<file path="src/rtl/spir.sv">
// SPI-to-register bridge: 48-bit mode-0 frames (16-bit header + 32 data bits)
// become single-cycle register read/write strobes in the clk domain.
module spir (
    input  logic        clk,
    input  logic        reset,
    input  logic        spi_clk,
    input  logic        spi_ncs,
    input  logic        spi_di,
    output logic        spi_do,
    output logic        r_valid,
    output logic        r_wen,
    output logic [11:0] r_addr,
    output logic [31:0] r_wdata,
    input  logic [31:0] r_rdata
);
    typedef enum logic [1:0] {HDR, DATA, DONE} state_t;

    logic [2:0]  sclk_q;
    logic [1:0]  ncs_q;
    logic [1:0]  di_q;
    logic [1:0]  fill;
    logic        armed;
    state_t      state;
    logic [5:0]  cnt;
    logic [15:0] hdr;
    logic [31:0] wsr;
    logic [31:0] rsr;
    logic        rd_frame;

    logic        rise, fall, ncs, di;
    logic [15:0] hdr_nx;
    logic [31:0] wsr_nx;

    assign rise   = sclk_q[1] & ~sclk_q[2];
    assign fall   = ~sclk_q[1] & sclk_q[2];
    assign ncs    = ncs_q[1];
    assign di     = di_q[1];
    assign hdr_nx = {hdr[14:0], di};
    assign wsr_nx = {wsr[30:0], di};

    always_ff @(posedge clk) begin
        if (!reset) begin
            sclk_q   <= 3'b000;
            ncs_q    <= 2'b11;
            di_q     <= 2'b00;
            fill     <= 2'b00;
            armed    <= 1'b0;
            state    <= HDR;
            cnt      <= 6'd0;
            hdr      <= 16'd0;
            wsr      <= 32'd0;
            rsr      <= 32'd0;
            rd_frame <= 1'b0;
            spi_do   <= 1'b0;
            r_valid  <= 1'b0;
            r_wen    <= 1'b0;
            r_addr   <= 12'd0;
            r_wdata  <= 32'd0;
        end else begin
            sclk_q  <= {sclk_q[1:0], spi_clk};
            ncs_q   <= {ncs_q[0], spi_ncs};
            di_q    <= {di_q[0], spi_di};
            fill    <= {fill[0], 1'b1};
            r_valid <= 1'b0;

            // The synchroniser's reset value reads as "high"; only trust it
            // once real samples have filled both stages.
            if (fill[1] && ncs)
                armed <= 1'b1;

            if (r_valid && !r_wen)
                rsr <= r_rdata;

            if (ncs || !armed) begin
                state  <= HDR;
                cnt    <= 6'd0;
                spi_do <= 1'b0;
            end else begin
                case (state)
                    HDR: begin
                        spi_do <= 1'b0;
                        if (rise) begin
                            hdr <= hdr_nx;
                            cnt <= cnt + 6'd1;
                            if (cnt == 6'd15) begin
                                state    <= DATA;
                                r_addr   <= hdr_nx[11:0];
                                rd_frame <= ~hdr_nx[15];
                                if (!hdr_nx[15]) begin
                                    r_valid <= 1'b1;
                                    r_wen   <= 1'b0;
                                end
                            end
                        end
                    end
                    DATA: begin
                        if (rise) begin
                            wsr <= wsr_nx;
                            cnt <= cnt + 6'd1;
                            if (cnt == 6'd47) begin
                                state <= DONE;
                                if (!rd_frame) begin
                                    r_wdata <= wsr_nx;
                                    r_valid <= 1'b1;
                                    r_wen   <= 1'b1;
                                end
                            end
                        end
                        // Read word was captured well before the first data-phase fall.
                        if (fall && rd_frame) begin
                            spi_do <= rsr[31];
                            rsr    <= {rsr[30:0], 1'b0};
                        end
                    end
                    default: spi_do <= 1'b0;
                endcase
            end
        end
    end
endmodule

</file>
<file path="config.mk">
export PLATFORM = sky130hd
export DESIGN_NAME = spir
export DESIGN_NICKNAME = d
export VERILOG_FILES = /design/src/rtl/spir.sv
export SDC_FILE = /design/constraint.sdc
export NUM_CORES = 1
export LEC_CHECK = 0
export BUFFER_PORTS_ARGS = -buffer_cell sky130_fd_sc_hd__buf_2
export CORE_MARGIN = 8
export CORE_UTILIZATION = 61
export CTS_CLUSTER_SIZE = 16
export DETAILED_ROUTE_END_ITERATION = 8
export PLACE_DENSITY = 0.82
export SYNTH_ARGS = -nofsm -noshare
export SYNTH_HDL_FRONTEND = slang
export SYNTH_SLANG_ARGS = --single-unit
</file>
<file path="constraint.sdc">
create_clock -name clk -period 3.5 [get_ports clk]
set_input_delay 0 -clock clk [delete_from_list [all_inputs] [get_ports clk]]
set_output_delay 0 -clock clk [all_outputs]
set_load 0.01 [all_outputs]
</file>
==> flow_summary.toml <==
[cts]
cts.sinks = 144
numCtsBuffers = 17
cts_resized = 0
clk_pin_slew_ns = 0.06
cts_max_level = 4
cts_tree = "yes"
clock_tree.buffer_depth = 2
cts_root_buffer = "clkbuf_8"
worstSkewPairLatency_ns = 0.51

[critical_path]
regToRegEndpoint = "r_addr[11]$_SDFFE_PN0P_"
worstReg2RegStart = "cnt[0]$_SDFFE_PP0P_"
cp-endpoint = "r_addr[11]$_SDFFE_PN0P_"
startpoint = "cnt[0]$_SDFFE_PP0P_"
max_stage_delay_ns = 0.89
crit_arrival_ns = 2.72
reg2regPathDepth = 5
crit_fanout = 14
crit_slowest_cell = "nor4b_4"
end_kind = "register"
cp.required_ns = 3.90
worstSetupPathType = "reg2reg"
crit_chain = "ha_1 > and4b_1 > nor4b_4 > mux2i_1 > nor2b_1"
cp-start-kind = "register"
rrSetupSlack_ns = 1.18

[placement]
dp_hpwl_mm = 6.98
dp_slack_ns = 1.24
portBuffers = 83
place_congestion = 0.778
post_dp_cell_area_sq_mm = 0.00610

[job]
maxCapViolCount = 0

[timing]
setup_viol = 0
timing.final.ws_setup_ns = 1.18
whs_ns = 0.369
slew_viol_final = 0
min_period_over_period_pct = 66.3
rsz0062_at_grt = "no"
slew_headroom_pct = 21.2
finalCriticalPeriod_ns = 2.32
fmax_mhz = 431
hold_violations = 0
worst_pin_slew_ns = 1.18
setup_tns_ns = 0
finClkSkew_ns = 0.0124

[synthesis]
yosys_warnings = 0
synth_nets = 592
synth_enable_flop_cells = 0
synthFlopType = "dfxtp_1"
ys_async_sr_fraction_pct = 0
ys_top_cells_by_area = "dfxtp_1 51%, mux2i_1 16%, nor2b_1 7.2%"
yosysSeqAreaShare_pct = 50.7
ys_types = 36
yosys.area.top_type_share_pct = 50.7
ys_ff_latch = 144
synth_area_sq_mm = 0.00568
syn_avg_cell_area_sq_um = 10.3
syn_inst = 554
synth_top_area_cell = "dfxtp_1"

[status]
status = "complete, no violations"

[global_route]
antenna_found_initial = 1
grt-ovfl-total = 0
grt_pass1_vias = 4199
grtUsageTotal_pct = 19.0
grtUsageMet1_pct = 21.0
grt_start_max_net_pins = 102
grt_util_met2_pct = 33.2
grt_pass1_wl_mm = 19.7
met3_usage_pct = 6.82
top_usage_layer = "met2"

[final_layout]
layout_commonest_cell = "dfxtp_1"
drive_above_1_share_pct = 18.2
finalNetCount = 697
layout_common_cells = "144 x dfxtp_1, 99 x nand2_1, 92 x mux2i_1"
area_growth_pct = 24.8
final_area_sq_mm = 0.00709
fill_cells = 619

[drt]
drc = 0
antenna_left = 0
viasPerCell = 5.31
vias = 4151
dr.pass1.iters = 4
drt-wirelength-per-cell_microns = 15.2
drt_iter0_drc = 213
wl_mm = 11.9

[floorplanning]
initial_utilization_pct = 62.1
dieArea_sq_mm = 0.0127
rows = 35
io_pins = 84
dieHeight_microns = 113
die_x_microns = 113
placeableCoreArea_sq_mm = 0.00915

[power_and_ir_drop]
powerDensity_mw_per_mm2 = 501
leakage_uw = 0.00342
ir_drop_v = 0.000355
power.total_uw = 3560

[min_path]
hold_path.class = "in2reg"
hold_start = "reset"
min_path_cells = 2
-- cells in the mapped netlist (2+ instances only) --
cell type / count
a21boi_0: 14
a21boi_1: 17
a21oi_1: 3
and2_1: 7
and3_1: 2
buf_2: 8
clkbuf_1: 28
dfxtp_1: 144
mux2i_1: 92
nand2_1: 99
nand2b_1: 4
nand4_1: 2
nor2_1: 9
nor2b_1: 65
nor3_1: 4
o211a_1: 32
or2_1: 2
xor2_1: 4
-- routing by layer --
metal,part of all wire (%),up-vias
met5,0,-
li1,-,2090
met2,50,91
met1,44,1963
met3,5.3,7
met4,0.69,0
-- worst min-delay path by stage --
stage,to,slack [ns]
global placement,di_q[0]$_SDFF_PN0_,0.21
global route,fill[0]$_DFF_P_,0.37
detailed placement,ncs_q[0]$_SDFF_PN1_,0.21
floorplan,fill[0]$_DFF_P_,0.03
CTS,fill[0]$_DFF_P_,0.35
finish,fill[0]$_DFF_P_,0.37
-- power breakdown --
group          leakage (uW)  switching, uW  internal, uW  total, uW
sequential          0.00116           4.39          1650       1650
clock              0.000296            646          1160       1810
combinational       0.00197           36.0          63.5       99.5
total               0.00342            686          2870       3560
-- critical path, delay by kind of cell (launching register included) --
| family | cells | cell delay [ns] |
|---|---|---|
| and+or+nand+nor | 3 | 1.27 |
| adders and majority gates | 1 | 0.25 |
| muxes | 1 | 0.29 |
| DFF | 1 | 0.40 |
-- final cells by class --
class	instances	area (sq um)	area share, %
Tap cell	111	139	1.96
Timing Repair Buffer	125	831	11.7
Multi-Input combinational cell	371	2640	37.3
Antenna cell	1	2.50	0.0353
Sequential cell	144	2880	40.7
Clock inverter	11	166	2.35
Clock buffer	18	428	6.03
-- cell families (layout without fill, tap and decap cells) --
family                   after synthesis  in the layout  synth area share [%]
AND/OR/NAND/NOR                      202            202                  18.3
flip-flops                           144            144                  50.7
multiplexers                          93             93                  16.4
AO/OA/AOI/OAI                         70             70                  10.6
buffers and inverters                 39            154                  2.95
XOR/XNOR                               5              5                 0.771
adder cells (fa/ha/maj)                1              1                 0.220
other                                  0              1                     0
-- metrics by stage --
step | util [%] | cells
after floorplan | - | 554
after detailed placement | 66.7 | 712
final | 77.5 | 781
after CTS | 77.4 | 780
after global routing | 77.5 | 781
after global placement | 66.7 | 712
-- repair_timing --
item	in CTS	in global routing
buffers inserted	0	0
hold buffers	39	0
hold endpoints to repair	56	0
-- registers in the layout (all words and copies together), names as in the netlist --
signal    count
armed         1
rd_frame      1
rsr          32
r_wdata      32
r_wen         1
fill          2
ncs_q         2
r_addr       12
di_q          2
cnt           6
state         2
spi_do        1
wsr          31
hdr          15
sclk_q        3
r_valid       1
(Power assumes the default switching activity.)
